$ cat config.mk
export PLATFORM = sky130hd
export DESIGN_NAME = mem_arbiter
export DESIGN_NICKNAME = d
export VERILOG_FILES = /design/src/rtl/mem_arbiter.sv
export SDC_FILE = /design/constraint.sdc
export NUM_CORES = 1
export LEC_CHECK = 0
export ABC_AREA = 1
export ABC_CLOCK_PERIOD_IN_PS = 1670
export CORE_UTILIZATION = 65
export DETAILED_ROUTE_END_ITERATION = 6
export DONT_BUFFER_PORTS = 1
export PLACE_DENSITY = 0.82
export SETUP_SLACK_MARGIN = 0.3
export SYNTH_ARGS = -nofsm -noshare
export SYNTH_HDL_FRONTEND = slang
export SYNTH_SLANG_ARGS = --single-unit
$ cat constraint.sdc
create_clock -name clk -period 1.67 [get_ports clk]
set_input_delay 0.167 -clock clk [delete_from_list [all_inputs] [get_ports clk]]
set_output_delay 0.167 -clock clk [all_outputs]
set_load 0.02 [all_outputs]
$ cat src/rtl/mem_arbiter.sv
// Two-port round-robin arbiter for a single-ported synchronous RAM.
// Each access takes IDLE -> ISSUE -> COMPLETE, and done pulses on the return to IDLE.
module mem_arbiter #(
  parameter int BITS    = 32,
  parameter int RAMSIZE = 512,
  parameter int ADDR    = $clog2(RAMSIZE)
) (
  input  logic            clk,
  input  logic            reset,
  input  logic            a_req,
  input  logic            a_write,
  input  logic [ADDR-1:0] a_addr,
  input  logic [BITS-1:0] a_wdata,
  output logic            a_done,
  output logic [BITS-1:0] a_rdata,
  input  logic            b_req,
  input  logic            b_write,
  input  logic [ADDR-1:0] b_addr,
  input  logic [BITS-1:0] b_wdata,
  output logic            b_done,
  output logic [BITS-1:0] b_rdata,
  output logic            ram_read,
  output logic            ram_write,
  output logic [ADDR-1:0] ram_addr,
  output logic [BITS-1:0] ram_wdata,
  input  logic [BITS-1:0] ram_rdata,
  output logic            busy
);

  // state    | meaning
  // IDLE     | arbitrating; done pulse of the previous access is visible here
  // ISSUE    | RAM strobe asserted with the latched address/data
  // COMPLETE | RAM read data available, captured into the granted port
  localparam logic [1:0] ST_IDLE     = 2'd0;
  localparam logic [1:0] ST_ISSUE    = 2'd1;
  localparam logic [1:0] ST_COMPLETE = 2'd2;

  logic [1:0]      state_q, state_d;
  logic            last_grant_q, last_grant_d;   // 0 = A, 1 = B
  logic            sel_q, sel_d;
  logic            write_q, write_d;
  logic [ADDR-1:0] addr_q, addr_d;
  logic [BITS-1:0] wdata_q, wdata_d;
  logic            a_done_q, a_done_d;
  logic            b_done_q, b_done_d;
  logic [BITS-1:0] a_rdata_q, a_rdata_d;
  logic [BITS-1:0] b_rdata_q, b_rdata_d;
  logic            a_elig, b_elig, grant_b;

  always_comb begin
    state_d      = state_q;
    last_grant_d = last_grant_q;
    sel_d        = sel_q;
    write_d      = write_q;
    addr_d       = addr_q;
    wdata_d      = wdata_q;
    a_rdata_d    = a_rdata_q;
    b_rdata_d    = b_rdata_q;
    a_done_d     = 1'b0;
    b_done_d     = 1'b0;
    // A port whose done is showing is still holding req from the finished access.
    a_elig       = a_req & ~a_done_q;
    b_elig       = b_req & ~b_done_q;
    grant_b      = b_elig & (~a_elig | ~last_grant_q);
    case (state_q)
      ST_IDLE: begin
        if (a_elig || b_elig) begin
          state_d      = ST_ISSUE;
          sel_d        = grant_b;
          last_grant_d = grant_b;
          write_d      = grant_b ? b_write : a_write;
          addr_d       = grant_b ? b_addr  : a_addr;
          wdata_d      = grant_b ? b_wdata : a_wdata;
        end
      end
      ST_ISSUE: state_d = ST_COMPLETE;
      ST_COMPLETE: begin
        state_d = ST_IDLE;
        if (!write_q) begin
          if (sel_q) b_rdata_d = ram_rdata;
          else       a_rdata_d = ram_rdata;
        end
        a_done_d = ~sel_q;
        b_done_d = sel_q;
      end
      default: state_d = ST_IDLE;
    endcase
  end

  always_ff @(posedge clk) begin
    if (reset) begin
      state_q      <= ST_IDLE;
      last_grant_q <= 1'b1;
      sel_q        <= 1'b0;
      write_q      <= 1'b0;
      addr_q       <= '0;
      wdata_q      <= '0;
      a_done_q     <= 1'b0;
      b_done_q     <= 1'b0;
      a_rdata_q    <= '0;
      b_rdata_q    <= '0;
    end else begin
      state_q      <= state_d;
      last_grant_q <= last_grant_d;
      sel_q        <= sel_d;
      write_q      <= write_d;
      addr_q       <= addr_d;
      wdata_q      <= wdata_d;
      a_done_q     <= a_done_d;
      b_done_q     <= b_done_d;
      a_rdata_q    <= a_rdata_d;
      b_rdata_q    <= b_rdata_d;
    end
  end

  assign ram_read  = (state_q == ST_ISSUE) & ~write_q;
  assign ram_write = (state_q == ST_ISSUE) &  write_q;
  assign ram_addr  = addr_q;
  assign ram_wdata = wdata_q;
  assign a_done    = a_done_q;
  assign b_done    = b_done_q;
  assign a_rdata   = a_rdata_q;
  assign b_rdata   = b_rdata_q;
  assign busy      = (state_q != ST_IDLE);

endmodule
==> impl_metrics.ini, run 1 <==
[status]
status = finished, final reports clean

[synthesis]
ys_seq_area_frac = 0.448
syn_inst = 721
synth_fp_nets = 841
ys_types = 21
synth_largest_area_cell = dfxtp_1
ys_ff_latch = 112
netlist_area_mm2 = 0.00501
netlist.area_leader.share = 0.448
synthTopCellsByArea = dfxtp_1, nor2_1, nand2_1
yosysWarnings = 0
syn_avg_cell_area_um2 = 6.95

[worst_setup_path]
critPathMaxFanout = 7
worst_ep_arrival_time_ns = 1.62
cp_cell_sequence = nor2_4 -> inv_4 -> a21oi_4 -> buf_12 -> clkbuf_16 -> nand2_1 -> nor2_1 -> nor2_1
required_ns = 1.95
critical_path_class = register to register
cp-start-kind = register
slowest_stage = dfxtp_4
crit_buf_inv = 3
critPathMostFrequentCell = nor2_1
cp-end-kind = register
crit_path_max_incr_delay_ns = 0.38
cpLargestDelayFamily = buffers and inverters

[sta]
fin_crit_sh = 0.802
fin_skew_ns = 0.00999
fin_tns_setup_ns = 0
holdWs_ns = 0.0144
fmax_mhz = 746
hold_violations = 0
rsz0062_at_grt = yes
timing.slew.headroom = 0.753
slew_viol_final = 0
fin_crit_ns = 1.34
fin_ws_ns = 0.330
setup_violations = 0
tightestPinTransition_ns = 0.371

[route]
route.vias.total = 4581
drt_wl_total_um = 13400
drtPass1Iterations = 5
antenna_left = 0
vias_per_cell = 5.42
drtIter0Drc = 202
wire_per_inst_um = 15.9
drcViolationCount = 0

[global_route]
grt_max_degree = 58
track_usage = 0.306
grt_pass1_wl_um = 20000
overflow = 0
grt_pass1_vias = 4238
antenna_found_initial = 0

[hold_path]
min_path_type = input pin to register

[layout]
insertedDiodeCount = 0
areaGrowthSynthToFinish_pct = 16.2
nets = 861
drive_above_1_share = 0.105

[floorplanning]
fp-row-count = 31
ios = 230
die_area_mm2 = 0.00806
initial_core_util = 0.680
core_area_mm2 = 0.00737
die_x_um = 89.8
dieHeight_um = 89.8

[clock_network]
cts_root_buf = clkbuf_8
cts_inserted_buffers = 9
cts_tree = built
numClockSinks = 112
clk_pin_slew_ns = 0.12
cts.htree.levels = 3
clock_latency_ns = 0.37
clock_path_buffers = 2

[power]
seqPwrFrac = 0.531
comb_power_share = 0.188
clkPwrFrac = 0.282
ir_drop_mv = 0.567
p_sw_frac = 0.325
leakagePower_nw = 2.49
p_switching_mw = 1.97
power_density_mw_per_mm2 = 1040
p_int_mw = 4.10

[placed_design]
port_buffers = 0
gp_congestion = 0.801
dp_hpwl_um = 8180
pre_cts_slack_ns = 0.334

[run]
max_cap_violations = 0
## repair_timing
action	4_1_cts	5_1_grt
endpoints found under the setup margin	2	81
hold buffers	33	0
resized for setup	2	52
endpoints found under the hold margin	66	0
cloned	0	6
buffers inserted	0	3
pin swaps	0	15
## logic make-up after synthesis
kind of cell | Yosys count | share of synthesized area
simple gates | 400 | 0.317
buf+inv | 101 | 0.104
flops | 112 | 0.448
compound gates | 108 | 0.131
## per-layer routing
metal	global-route usage	wire [um]	vias to the layer above	share of wire
li1	-	-	2281	-
met1	0.322	4990	2039	0.37
met2	0.543	6800	219	0.51
met3	0.0922	1080	42	0.081
met4	0.168	520	0	0.039
met5	0	0	-	0
## worst register-to-register path, cell delays in order (launching register included)
cell       delay [ns]
dfxtp_4          0.38
nor2_4           0.14
inv_4            0.08
a21oi_4          0.14
buf_12           0.15
clkbuf_16        0.16
nand2_1          0.05
nor2_1           0.09
nor2_1           0.06
## final cells by class
| cell class | instances | area [um^2] |
|---|---|---|
| multi-input combinational | 508 | 2330 |
| sequential | 112 | 2250 |
| fill | 539 | 1550 |
| timing repair buffer | 58 | 701 |
| inverter | 52 | 203 |
| clock buffer | 10 | 138 |
| tap | 99 | 124 |
| clock inverter | 6 | 73.8 |
## flip-flops by register name, indices dropped and copies added (netlist names), 2 cells and up
signal / count
ram_addr: 9
ram_wdata: 32
b_rdata: 32
state_q: 2
a_rdata: 32
## through the flow
stage / cells / total power, mW / utilization / area [um^2]
3_3_place_gp: 787 / 4.11 / 0.680 / 5010
3_5_place_dp: 787 / 4.15 / 0.680 / 5010
4_1_cts: 836 / 5.90 / 0.755 / 5560
2_1_floorplan: 721 / 3.99 / - / 5010
6_report: 845 / 6.07 / 0.790 / 5820
5_1_grt: 845 / 6.35 / 0.790 / 5820
## power groups by stage
stage / registers [mW] / clock network, mW / logic (mW)
after floorplan: 3.23 / 0 / 0.760
after global placement: 3.27 / 0 / 0.838
after detailed placement: 3.28 / 0 / 0.878
after CTS: 3.21 / 1.73 / 0.955
after global routing: 3.24 / 1.83 / 1.27
final: 3.22 / 1.71 / 1.14
## cell usage in the layout (no fill, tap or decap), types with 2 or more instances in the layout
master and n:
buf_12 8, nor2_4 4, nor2_1 204, nand3_2 3, nor2_2 10, nor3_1 2
a21boi_1 17, o21ai_0 52, a21boi_0 25, nand2_2 8, inv_6 2, buf_8 2
nand3_1 43, nand2_4 3, inv_2 4, clkbuf_8 10, inv_1 46, buf_4 8
nand2_1 122, buf_6 4, o21ai_1 12, clkbuf_16 3, dfxtp_1 110, dlygate4sd3_1 33
clkinvlp_4 2
## final timing paths
| kind | from | end | slack, ns | depth (start not counted) |
|---|---|---|---|---|
| setup / recovery | state_q[0] | ram_wdata[8] | 0.33 | 8 |
| hold / removal | ram_rdata[30] | a_rdata[30] | 0.01 | 2 |
| setup reg to reg | state_q[0] | ram_wdata[8] | 0.33 | 8 |
| hold reg to reg | sel_q | a_done | 0.51 | 1 |
## synthesized netlist by cell type, drive strengths merged
cell / number
inv: 51
dfxtp: 112
clkinv: 1
a21boi: 42
nor2: 218
nor3: 2
a21oi: 2
nand2: 133
buf: 30
nand3: 46
o21ai: 64
clkbuf: 19
nand4: 1
Power figures use the tool's default switching activity.
==> run 2, diff against run 1 <==
--- a/config.mk
+++ b/config.mk
@@ -6,11 +6,11 @@
 export NUM_CORES = 1
 export LEC_CHECK = 0
 export ABC_AREA = 1
-export ABC_CLOCK_PERIOD_IN_PS = 1670
-export CORE_UTILIZATION = 65
+export ABC_CLOCK_PERIOD_IN_PS = 1220
+export CORE_UTILIZATION = 57
 export DETAILED_ROUTE_END_ITERATION = 6
 export DONT_BUFFER_PORTS = 1
-export PLACE_DENSITY = 0.82
+export PLACE_DENSITY = 0.76
 export SETUP_SLACK_MARGIN = 0.3
 export SYNTH_ARGS = -nofsm -noshare
 export SYNTH_HDL_FRONTEND = slang
==> constraint.sdc (replaced) <==
create_clock -name clk -period 1.22 [get_ports clk]
set_input_delay 0.122 -clock clk [delete_from_list [all_inputs] [get_ports clk]]
set_output_delay 0.122 -clock clk [all_outputs]
set_load 0.02 [all_outputs]
==> run 2 against run 1 <==
Effect of this change: the flow now finishes with violations (hold timing, setup timing); routed wire length grew 70%; hold slack lost 0.022 ns; register-to-register slack lost 0.90 ns; final cell count grew 9.0%; utilization grew 15 points; non-clock buffer count grew 68; die area grew 14%; count of clock-buffer cells in the layout is the same; combinational power grew 140%.
==> impl_metrics.ini, run 2 (synthesis gave the netlist of run 1 again) <==
[hold_path]
worstHoldStart = a_addr[6]
min_path_type = input pin to register
hold_end = ram_addr[6]
min_path_cells = 3

[worst_setup_path]
critical_path_class = register to register
reg2reg_from = state_q[1]
crit_buf_inv = 3
slowest_stage = o21ai_1
required_ns = 1.47
cpLargestDelayFamily = compound AO/OA/AOI/OAI gates
cp-start-kind = register
worst_ep_arrival_time_ns = 2.03
cp_cell_sequence = inv_4 -> nor2_4 -> buf_6 -> nand3_4 -> buf_6 -> o21ai_1 -> nor2_1
r2r_slack_ns = -0.57
cp-end-kind = register
critPathMaxFanout = 14
r2r-end = b_rdata[1]
crit_path_max_incr_delay_ns = 0.45
reg2reg_depth = 7
critPathMostFrequentCell = buf_6

[clock_network]
clk_pin_slew_ns = 0.13
cts.htree.levels = 3
numClockSinks = 112
clock_path_buffers = 2
cts_root_buf = clkbuf_8
cts_inserted_buffers = 9
cts_tree = built
clock_latency_ns = 0.38

[route]
antenna_left = 0
drt_wl_total_um = 22700
route.vias.total = 5960
vias_per_cell = 6.47
drtIter0Drc = 490
drcViolationCount = 0
drtPass1Iterations = 6
wire_per_inst_um = 24.7

[global_route]
overflow = 0
grt_pass1_wl_um = 24400
track_usage = 0.348
antenna_found_initial = 2
grt_pass1_vias = 5011
grt_max_degree = 75

[sta]
fin_ws_ns = -0.567
timing.slew.headroom = 0.633
fmax_mhz = 560
fin_crit_sh = 1.46
tightestPinTransition_ns = 0.546
setup_violations = 112
holdWs_ns = -0.00747
hold_violations = 2
fin_crit_ns = 1.79
slew_viol_final = 0
fin_skew_ns = 0.0161
rsz0062_at_grt = yes

[status]
status = complete, but fails checks
violations = hold timing, setup timing

[power]
p_sw_frac = 0.374
clkPwrFrac = 0.253
p_switching_mw = 3.55
seqPwrFrac = 0.462
leakagePower_nw = 3.22
power_density_mw_per_mm2 = 1210
total_power_mw = 9.50
ir_drop_mv = 0.716
comb_power_share = 0.285
p_int_mw = 5.95

[placed_design]
dp_hpwl_um = 8450
postPlaceCellArea_mm2 = 0.00517
port_buffers = 0
gp_congestion = 0.793
pre_cts_slack_ns = -0.0444

[layout]
regArea_mm2 = 0.00263
fill_cells = 256
drive_above_1_share = 0.416
nets = 929
multi_input_area_mm2 = 0.00295
most-common-layout-cells = nor2_1, dfxtp_4, nand2_1
areaGrowthSynthToFinish_pct = 56.3
postLayoutCellArea_mm2 = 0.00783
layout_commonest_cell = nor2_1

[floorplanning]
dieHeight_um = 95.7
initial_core_util = 0.601
ios = 230
die_x_um = 95.7
fp-row-count = 33
die_area_mm2 = 0.00917
core_area_mm2 = 0.00834

[run]
max_cap_violations = 0
==> run 2: worst max path at each step <==
stage | startpoint | end | slack, ns | cells past startpoint
2_1_floorplan | state_q[0] | ram_wdata[25] | 0.04 | 7
3_3_place_gp | state_q[0] | ram_wdata[11] | -0.02 | 7
3_5_place_dp | state_q[1] | a_rdata[22] | -0.04 | 6
4_1_cts | state_q[1] | busy | -0.06 | 4
5_1_grt | state_q[1] | b_rdata[1] | -0.57 | 7
6_report | state_q[1] | b_rdata[1] | -0.57 | 7
==> run 2: layout make-up <==
class | count | share of cell area
Inverter | 52 | 0.0278
Multi-Input combinational cell | 508 | 0.377
Antenna cell | 2 | 0.000639
Clock inverter | 6 | 0.00895
Tap cell | 105 | 0.0168
Clock buffer | 10 | 0.0176
Timing Repair Buffer | 126 | 0.215
Sequential cell | 112 | 0.336
==> run 2: worst reg2reg max path: cells and delay by family, from the launching register on <==
family | cells | cell delay [ns]
DFF | 1 | 0.39
buffers and inverters | 3 | 0.39
and+or+nand+nor | 3 | 0.43
AOI/OAI and AO/OA | 1 | 0.46
==> run 2: metal layers <==
metal / track usage / vias up / wire, um / part of all wire
met5: 0 / - / 0 / 0
met4: 0.204 / 0 / 1870 / 0.082
met3: 0.107 / 196 / 2830 / 0.12
met2: 0.601 / 605 / 10900 / 0.48
met1: 0.375 / 2727 / 7140 / 0.31
li1: - / 2432 / - / -
==> run 2: power groups by stage <==
stage	Combinational [mW]	Clock, mW	Sequential (mW)
global placement	1.28	0	4.44
detailed placement	1.33	0	4.45
floorplan	1.06	0	4.42
finish	2.71	2.41	4.38
CTS	1.80	2.29	4.43
global route	2.87	2.50	4.41
==> run 2: through the flow <==
step | cells | TNS (ns) | util | hold WS (ns)
after floorplan | 721 | 0 | - | 0.187
after global placement | 808 | -0.0210 | 0.620 | 0.189
after detailed placement | 808 | -0.660 | 0.620 | 0.191
after CTS | 897 | -1.22 | 0.807 | 0.00102
after global routing | 919 | -20.27 | 0.938 | -0.00368
final | 921 | -14.31 | 0.938 | -0.00747
==> run 2: what timing repair did <==
action | in CTS | in global routing
setup buffers | 6 | 7
gates cloned | 10 | 12
setup endpoints to repair | 220 | 221
resized for setup | 249 | 259
pin swaps | 20 | 68
endpoints found under the hold margin | 93 | 3
hold buffers | 57 | 3
